`src/rtl/seg7_pkg.sv`:
```
// Shared definitions for the 7-segment display blocks.
// Segment codes are active low, bit order {g,f,e,d,c,b,a}.
package seg7_pkg;

  localparam logic [6:0] SEG_BLANK = 7'b1111111;

  localparam logic [6:0] SEG_0 = 7'b1000000;
  localparam logic [6:0] SEG_1 = 7'b1111001;
  localparam logic [6:0] SEG_2 = 7'b0100100;
  localparam logic [6:0] SEG_3 = 7'b0110000;
  localparam logic [6:0] SEG_4 = 7'b0011001;
  localparam logic [6:0] SEG_5 = 7'b0010010;
  localparam logic [6:0] SEG_6 = 7'b0000010;
  localparam logic [6:0] SEG_7 = 7'b1111000;
  localparam logic [6:0] SEG_8 = 7'b0000000;
  localparam logic [6:0] SEG_9 = 7'b0010000;
  localparam logic [6:0] SEG_A = 7'b0001000;
  localparam logic [6:0] SEG_B = 7'b0000011;
  localparam logic [6:0] SEG_C = 7'b1000110;
  localparam logic [6:0] SEG_D = 7'b0100001;
  localparam logic [6:0] SEG_E = 7'b0000110;
  localparam logic [6:0] SEG_F = 7'b0001110;

  typedef enum logic {
    BLANK = 1'b0,
    SHOW  = 1'b1
  } scan_state_t;

  // Per-frame copy of everything the display shows.
  typedef struct packed {
    logic [3:0] nib1;
    logic [3:0] nib2;
    logic [3:0] sum;
    logic       carry;
    logic [1:0] separator;
  } snap_t;

endpackage

```
`src/rtl/hex_to_seg7.sv`:
```
// Hex nibble to active-low 7-segment code, {g,f,e,d,c,b,a}.
// Ports: i_hex  - 4-bit value to display
//        o_seg_c - combinational segment pattern
module hex_to_seg7
  import seg7_pkg::*;
(
  input  logic [3:0] i_hex,
  output logic [6:0] o_seg_c
);

  always_comb begin
    o_seg_c = SEG_BLANK;
    case (i_hex)
      4'h0: o_seg_c = SEG_0;
      4'h1: o_seg_c = SEG_1;
      4'h2: o_seg_c = SEG_2;
      4'h3: o_seg_c = SEG_3;
      4'h4: o_seg_c = SEG_4;
      4'h5: o_seg_c = SEG_5;
      4'h6: o_seg_c = SEG_6;
      4'h7: o_seg_c = SEG_7;
      4'h8: o_seg_c = SEG_8;
      4'h9: o_seg_c = SEG_9;
      4'hA: o_seg_c = SEG_A;
      4'hB: o_seg_c = SEG_B;
      4'hC: o_seg_c = SEG_C;
      4'hD: o_seg_c = SEG_D;
      4'hE: o_seg_c = SEG_E;
      4'hF: o_seg_c = SEG_F;
      default: o_seg_c = SEG_BLANK;
    endcase
  end

endmodule

```
`src/rtl/seg7_scan_driver.sv`:
```
// Multiplexed driver for a 4-digit common-anode 7-segment display.
// Each digit slot is BLANK_CYCLES of all-off followed by the digit, to
// avoid ghosting. Inputs are snapshotted once per frame (start of idx 0).
// Ports: clk, rst_n (async active low)
//        nib1 -> digit 3, nib2 -> digit 2, carry -> digit 1, sum -> digit 0
//        separator[1]/[0] -> DP on digit 3/2
//        an (active-low anodes), seg {g..a} and dp (active-low cathodes)
module seg7_scan_driver
  import seg7_pkg::*;
#(
  parameter int unsigned REFRESH_DIV   = 100000,
  parameter int unsigned BLANK_CYCLES  = 1000,
  parameter bit          BLANK_LEADING = 1'b1
) (
  input  logic       clk,
  input  logic       rst_n,
  input  logic [3:0] nib1,
  input  logic [3:0] nib2,
  input  logic [3:0] sum,
  input  logic       carry,
  input  logic [1:0] separator,
  output logic [3:0] an,
  output logic [6:0] seg,
  output logic       dp
);

  localparam int unsigned CNT_W = (REFRESH_DIV > 1) ? $clog2(REFRESH_DIV) : 1;
  localparam logic [CNT_W-1:0] CNT_LAST   = CNT_W'(REFRESH_DIV - 1);
  localparam logic [CNT_W-1:0] BLANK_LAST = CNT_W'(BLANK_CYCLES - 1);

  // Reject parameter sets that leave no SHOW cycles or no blank gap.
  if (BLANK_CYCLES == 0 || REFRESH_DIV <= BLANK_CYCLES + 1) begin : g_bad_params
    $error("seg7_scan_driver: need BLANK_CYCLES >= 1 and REFRESH_DIV > BLANK_CYCLES + 1");
  end

  scan_state_t      r_state;
  scan_state_t      w_state_d;
  logic [1:0]       r_idx;
  logic [1:0]       w_idx_d;
  logic [CNT_W-1:0] r_cnt;
  logic [CNT_W-1:0] w_cnt_d;
  snap_t            r_snap;
  snap_t            w_snap_d;
  snap_t            w_live;
  logic             w_cap;

  logic [3:0]       r_an;
  logic [6:0]       r_seg;
  logic             r_dp;
  logic [3:0]       w_an_d;
  logic [6:0]       w_seg_d;
  logic             w_dp_d;

  logic [3:0]       w_nib;
  logic [6:0]       w_hex_seg;

  assign w_live = '{nib1: nib1, nib2: nib2, sum: sum, carry: carry, separator: separator};

  // Frame start: first BLANK cycle of digit 0.
  assign w_cap = (r_state == BLANK) && (r_idx == 2'd0) && (r_cnt == '0);

  // Next state, slot counter, digit index and snapshot.
  always_comb begin
    w_state_d = r_state;
    w_idx_d   = r_idx;
    w_cnt_d   = r_cnt + CNT_W'(1);
    w_snap_d  = w_cap ? w_live : r_snap;

    if (r_cnt == CNT_LAST) begin
      w_cnt_d = '0;
    end

    case (r_state)
      BLANK: begin
        if (r_cnt == BLANK_LAST) begin
          w_state_d = SHOW;
        end
      end
      SHOW: begin
        if (r_cnt == CNT_LAST) begin
          w_state_d = BLANK;
          w_idx_d   = r_idx + 2'd1;
        end
      end
      default: w_state_d = BLANK;
    endcase
  end

  // Nibble to decode for the digit that will be driven next cycle.
  always_comb begin
    w_nib = w_snap_d.sum;
    case (w_idx_d)
      2'd0: w_nib = w_snap_d.sum;
      2'd1: w_nib = {3'b000, w_snap_d.carry};
      2'd2: w_nib = w_snap_d.nib2;
      2'd3: w_nib = w_snap_d.nib1;
      default: w_nib = w_snap_d.sum;
    endcase
  end

  hex_to_seg7 u_hex (
    .i_hex   (w_nib),
    .o_seg_c (w_hex_seg)
  );

  // Output values are derived from the next state so that the registered
  // outputs switch on the same edge as the state and index.
  always_comb begin
    w_an_d  = 4'b1111;
    w_seg_d = SEG_BLANK;
    w_dp_d  = 1'b1;

    if (w_state_d == SHOW) begin
      w_an_d  = ~(4'b0001 << w_idx_d);
      w_seg_d = w_hex_seg;
      case (w_idx_d)
        2'd1: begin
          if (!w_snap_d.carry && BLANK_LEADING) begin
            w_seg_d = SEG_BLANK;
          end
        end
        2'd2: w_dp_d = ~w_snap_d.separator[0];
        2'd3: w_dp_d = ~w_snap_d.separator[1];
        default: w_dp_d = 1'b1;
      endcase
    end
  end

  // State, counters, snapshot and output registers.
  always_ff @(posedge clk or negedge rst_n) begin
    if (!rst_n) begin
      r_state <= BLANK;
      r_idx   <= 2'd0;
      r_cnt   <= '0;
      r_snap  <= '0;
      r_an    <= 4'b1111;
      r_seg   <= SEG_BLANK;
      r_dp    <= 1'b1;
    end else begin
      r_state <= w_state_d;
      r_idx   <= w_idx_d;
      r_cnt   <= w_cnt_d;
      r_snap  <= w_snap_d;
      r_an    <= w_an_d;
      r_seg   <= w_seg_d;
      r_dp    <= w_dp_d;
    end
  end

  assign an  = r_an;
  assign seg = r_seg;
  assign dp  = r_dp;

endmodule

```
`config.mk`:
```
export PLATFORM = sky130hd
export DESIGN_NAME = seg7_scan_driver
export DESIGN_NICKNAME = d
export VERILOG_FILES = /design/src/rtl/seg7_pkg.sv /design/src/rtl/hex_to_seg7.sv /design/src/rtl/seg7_scan_driver.sv
export SDC_FILE = /design/constraint.sdc
export NUM_CORES = 1
export LEC_CHECK = 0
export CORE_ASPECT_RATIO = 1.4
export CORE_MARGIN = 1
export CORE_UTILIZATION = 35
export DETAILED_ROUTE_END_ITERATION = 12
export PLACE_DENSITY = 0.62
export SYNTH_ARGS = -nofsm -noshare
export SYNTH_HDL_FRONTEND = slang
export SYNTH_SLANG_ARGS = --single-unit
```
`constraint.sdc`:
```
create_clock -name clk -period 3 [get_ports clk]
set_clock_uncertainty 0.15 [all_clocks]
set_input_delay 0.75 -clock clk [delete_from_list [all_inputs] [get_ports clk]]
set_output_delay 0.75 -clock clk [all_outputs]
set_load 0.05 [all_outputs]
```
; ---- After elaboration in Yosys (flattened, before gate mapping)
; Memory sizes are Yosys's and may differ from the RTL's.
; Index checks and enable logic that the tools add are counted.
[totals]
ff_bits = 47
romBits = 112
inputBits = 17
output_inout_bits = 12
word_cells = 43
mem_count = 1
[classes]
add_sub_neg = 2
eq_ne = 5
shift = 1
n_mux = 14
n_bitwise = 4
reduce_logical = 5
[memory_table]
columns = name, depth, width, read_ports, rd_clocked_by_memory_dff, wr, line
row1 = (name not given), 16, 7, 1, 0, 0, hex_to_seg7.sv:13  ; case (i_hex)
[ops]
columns = cell, n
row1 = $mux W7, 3
row2 = $add A17 B1 Y17 const B, 1
row3 = $eq A17 B10 Y1 const B, 1
row4 = $eq A17 B17 Y1 const B, 1
row5 = $logic_not A17 Y1, 1
row6 = $mux W17, 1
row7 = $pmux W4 S4, 1
row8 = $mux W15, 1
row9 = $eq A2 B2 Y1 const B, 2
row10 = $logic_not A2 Y1, 2
row11 = $mux W2, 2
row12 = $mux W4, 1
row13 = $not A4 Y4, 1
row14 = $pmux W1 S2, 2
row15 = $shl A1 B2 Y4 const A, 1
row16 = $mux W1, 3
row17 = $not A1 Y1, 3
row18 = $add A2 B1 Y2 const B, 1
row19 = $eq A2 B1 Y1 const B, 1
row20 = $logic_and A1 B1 Y1, 2

; ---- Logic depth before layout (Yosys ltp)
; An unclocked memory read counts as a cell.
[depth]
word_depth = 9
ltp_mapped = 13
mapped_depth_nobuf = 13

; ---- Hierarchy
; A second synthesis with hierarchy kept.
[hier_totals]
cells_unflattened = 211
hier_area_um2 = 2424.8
[modules_own_cells]
columns = mod, n_inst, cells_each, area_each_um2, seq_area_each_um2
row1 = seg7_scan_driver, 1, 178, 2150.8, 1191.1
row2 = hex_to_seg7, 1, 33, 274.0, 0.0

; ---- Least setup slack after synthesis
; Ideal clock, no wire load.
[synth_path]
kind = register to register
from = reg r_cnt[0]
to = reg r_seg[3] (netlist: seg[3])
setup_ps = 82
arrival_time_ps = 2993
required_ps = 2768
path_slack_ps = -225
stages_incl_launch_ff = 13
n_path_buf = 0
period_less_slack_ps = 3225
cell_sequence = dfrtp_1 > ha_1 > and4_1 > nand4_1 > nor3_1 > nor2_2 > inv_2 > mux2_2 > mux2i_4 > inv_1 > ha_1 > mux4_2 > nand2b_1
[synth_between]
elab_chain_cells = 9
word_cells_on_any_way = 19
classes_between = eq/ne: 5 / mux: 10 / reduce/logical: 3 / memory: 1
[synth_lines]
columns = element, line
row1 = start: declaration, seg7_scan_driver.sv:40  ; logic [CNT_W-1:0] r_cnt;
row2 = start signal: assignment, seg7_scan_driver.sv:142  ; r_cnt <= w_cnt_d;
row3 = $eq A17 B17 Y1 (*), seg7_scan_driver.sv:80  ; if (r_cnt == CNT_LAST) begin
row4 = $mux W2 (*), seg7_scan_driver.sv:80
row5 = $mux W2 (*), seg7_scan_driver.sv:73  ; case (r_state)
row6 = named net w_idx_d[0], seg7_scan_driver.sv:39  ; logic [1:0] w_idx_d;
row7 = $eq A2 B2 Y1 (tied with other cells), seg7_scan_driver.sv:92  ; case (w_idx_d)
row8 = $pmux W4 S4, seg7_scan_driver.sv:92
row9 = $mem_v2 Z16 W7, n/a
row10 = $mux W7, seg7_scan_driver.sv:118  ; if (!w_snap_d.carry && BLANK_LEADING) begin
row11 = $mux W7 (*), seg7_scan_driver.sv:116  ; case (w_idx_d)
row12 = $mux W7 (*), seg7_scan_driver.sv:113  ; if (w_state_d == SHOW) begin
row13 = named net w_seg_d[3], seg7_scan_driver.sv:51  ; logic [6:0] w_seg_d;
row14 = end signal: assignment, seg7_scan_driver.sv:145  ; r_seg <= w_seg_d;
row15 = end: declaration, seg7_scan_driver.sv:48  ; logic [6:0] r_seg;
; The timed path passes the listed nets; every way through them passes the cells marked *.

==> out/metrics.cfg <==
[synthesis]
netlist_instances = 208
synth_warnings = 0
synth_edf_count = 0
yosys.area.top_type = dfrtp_1
synth_seq_cells = 47
synthArstFlopShare_pct = 100
synthFlopType = dfrtp_1
netlist-cell-type-count = 46
syn_nets = 234
syn-cell-area_mm2 = 0.00243
avgSynthCellArea_um2 = 11.7
synth_top_cell_area_share_pct = 36.0
synthTopCellsByArea = dfrtp_1 36%, dfstp_2 13%, ha_1 4.6%
ys_seq_area_share_pct = 48.9

[layout]
ff_latch_area_mm2 = 0.00119
n_antenna_cell = 0
syn2layout_area_growth_pct = 37.8
multiInputGateArea_mm2 = 0.00120
nNetsFinal = 316
stdcell_count = 383
nFillCells = 639
drive_gt1_share_pct = 36.8

[power_and_ir_drop]
intPower_w = 0.000946
p_sw_share_pct = 22.2
p_clk_share_pct = 38.9
comb_power_share_pct = 7.9
powerDensity_mw_per_mm2 = 362
p_leak_nw = 1.49
pwr-share-seq_pct = 53.2
irDropWorstVdd_uv = 193
power_w = 0.00122
switchingPower_w = 0.000269

[timing]
layout_setup_ws_ns = -0.0538
finalCritPeriodShare_pct = 102
maxSlewViolCount = 0
hold_violations = 0
fmax_mhz = 327
rsz0062_at_grt = yes
max_slew.worst_pin.slew_ns = 0.919
setup_viol = 1
timing.slew.headroom_pct = 38.7
min_period_ns = 3.05

[setup_path]
path_class = reg -> reg
cp-startpoint = r_cnt[11]
required_ns = 3.08
r2r_start = r_cnt[11]
arrival_ns = 3.13
path_cells = nor4_4 > and2_4 > nand4b_4 > mux2_2 > mux2_4 > mux2i_4 > inv_2 > ha_2 > mux4_2 > nand2b_1
worst_setup_path_end_kind = register
critPathMaxFanout = 5
max_stage_delay_ns = 0.44
cpMaxStageDelayCell = mux4_2
cp-start-kind = register

[floorplanning]
ios = 29
rows = 35
die_w_um = 72.5
die-area_mm2 = 0.00730
chipHeight_um = 101
start_util_pct = 36.6
core-area_mm2 = 0.00666

[routing]
first_iter_violations = 50
num_vias = 1831
firstDrtPassIters = 4
wire_per_inst_um = 13.6
ant_nets = 0
drc = 0
routed_wl_mm = 5.21
routed_via_density = 4.78

[grt]
grt_max_degree = 42
grt_pass1_vias = 1911
grt_overflow = 0
grt.total_usage_pct = 15.6
antenna_found_initial = 0
grt_pass1_wl_mm = 8.56

[cts]
cts_hold_buf = 0
cts_max_level = 2
clk_pin_slew_worst_paths_ns = 0.09
cts_buffers = 5
clock-root-buffer = clkbuf_8
clk_path_buf_depth = 2
cts_tree = built
cts_sinks = 47
insertion_delay_ns = 0.30

[min_path]
worstHoldStart = r_snap[7]
min_path_type = reg -> reg

[placed_design]
gp_congestion = 0.818
port_buffers = 28
placed_cells = 370
place_hpwl_mm = 4.03

[run_status]
run_status = finished with violations
violations = negative setup slack

[run]
max_cap_violations = 0

power groups by stage:
stage	sequential [W]	combinational, W	clock (W)
after global placement	0.000658	0.0000954	0
after detailed placement	0.000658	0.0000968	0
after CTS	0.000646	0.0000978	0.000490
after global routing	0.000648	0.000107	0.000516
final	0.000647	0.0000965	0.000473
after floorplan	0.000657	0.0000414	0
cell usage after synthesis (2+ instances only):
cell type  instances
mux2_2             8
inv_1             18
nand2b_1           2
o21ai_0            9
dfstp_2           12
mux2i_4            2
o2111ai_1          2
dfrtp_1           35
nor2_1            14
and3_1             2
nand2_1           13
ha_1               9
mux2i_1            9
nor3_1             4
xor2_1             5
xnor2_1           10
and4_1             4
and2_1             3
nor4b_2            2
a32oi_4            2
o221ai_1           6
nand4_1            4
nand3_1           10
path summary, 6_finish.rpt:
kind / endpoint / slack, ns / depth (start not counted)
min reg2reg: r_snap[7] / 0.36 / 1
min in group asynchronous: r_cnt[14] / 0.42 / 1
min: r_snap[7] / 0.36 / 1
max in group asynchronous: seg[2] / 1.57 / 2
max reg2reg: seg[3] / -0.05 / 10
max: seg[3] / -0.05 / 10
layout make-up:
cell class	instances	share of cell area, %
clock buffers	5	2.05
clock inverters	3	1.38
inverters	20	2.31
multi-input cells	139	35.7
flip-flops and latches	47	35.5
well taps	92	3.43
repair buffers	77	19.6
registers in the layout (all words and copies together) (netlist names):
register,count
an,4
dp,1
r_cnt,17
r_idx,2
r_snap,15
r_state,1
seg,7
cells by family (layout without fill, tap and decap cells):
kind of cell	Yosys count	in the layout	share of synthesized area (%)
xor+xnor	15	15	5.40
compound gates	28	28	10.5
mux	20	20	10.2
simple gates	67	67	16.9
fa+ha+maj	9	9	4.62
flops	47	47	48.9
buf+inv	22	105	3.49
stage by stage:
step,setup TNS [ns],hold slack (ns),worst slack (ns),util (%),instance area (µm²)
4_1_cts,-0.0798,0.356,-0.0798,50.2,3340
3_5_place_dp,-0.198,0.333,-0.149,47.9,3190
5_1_grt,-0.511,0.377,-0.210,50.4,3360
2_1_floorplan,-0.0728,0.300,-0.0728,-,2460
3_3_place_gp,-0.145,0.323,-0.107,47.9,3190
6_report,-0.0538,0.356,-0.0538,50.4,3360
placed cells by master (no fill, tap or decap), drive strengths merged, types with 8 or more instances in the layout:
cell            n
buf            50
dfrtp          35
clkdlybuf4s50  27
inv            21
nor2           15
nand2          14
dfstp          12
mux2i          11
nand3          10
xnor2          10
o21ai          10
ha              9
mux2            8
routing by layer:
metal / part of all wire (%) / vias to the layer above / global-route usage, % / routed length, µm
met5: 0 / - / 0 / 0
li1: - / 901 / - / -
met2: 58 / 28 / 29.7 / 3000
met1: 37 / 890 / 15.7 / 1920
met3: 3.0 / 12 / 3.40 / 154
met4: 2.6 / 0 / 7.39 / 133
worst max-delay path: cells and delay by family (launching register included):
family                   cells  cell delay (ns)
AND/OR/NAND/NOR              4             0.92
adder cells (fa/ha/maj)      1             0.18
multiplexers                 4             1.24
buffers and inverters        1             0.08
flip-flops                   1             0.42
what timing repair did:
item	4_1_cts	5_1_grt
pin swaps	5	3
buffers inserted	4	1
resized for setup	3	3
setup endpoints to repair	6	7
cloned	0	0
Power figures use the tool's default switching activity.
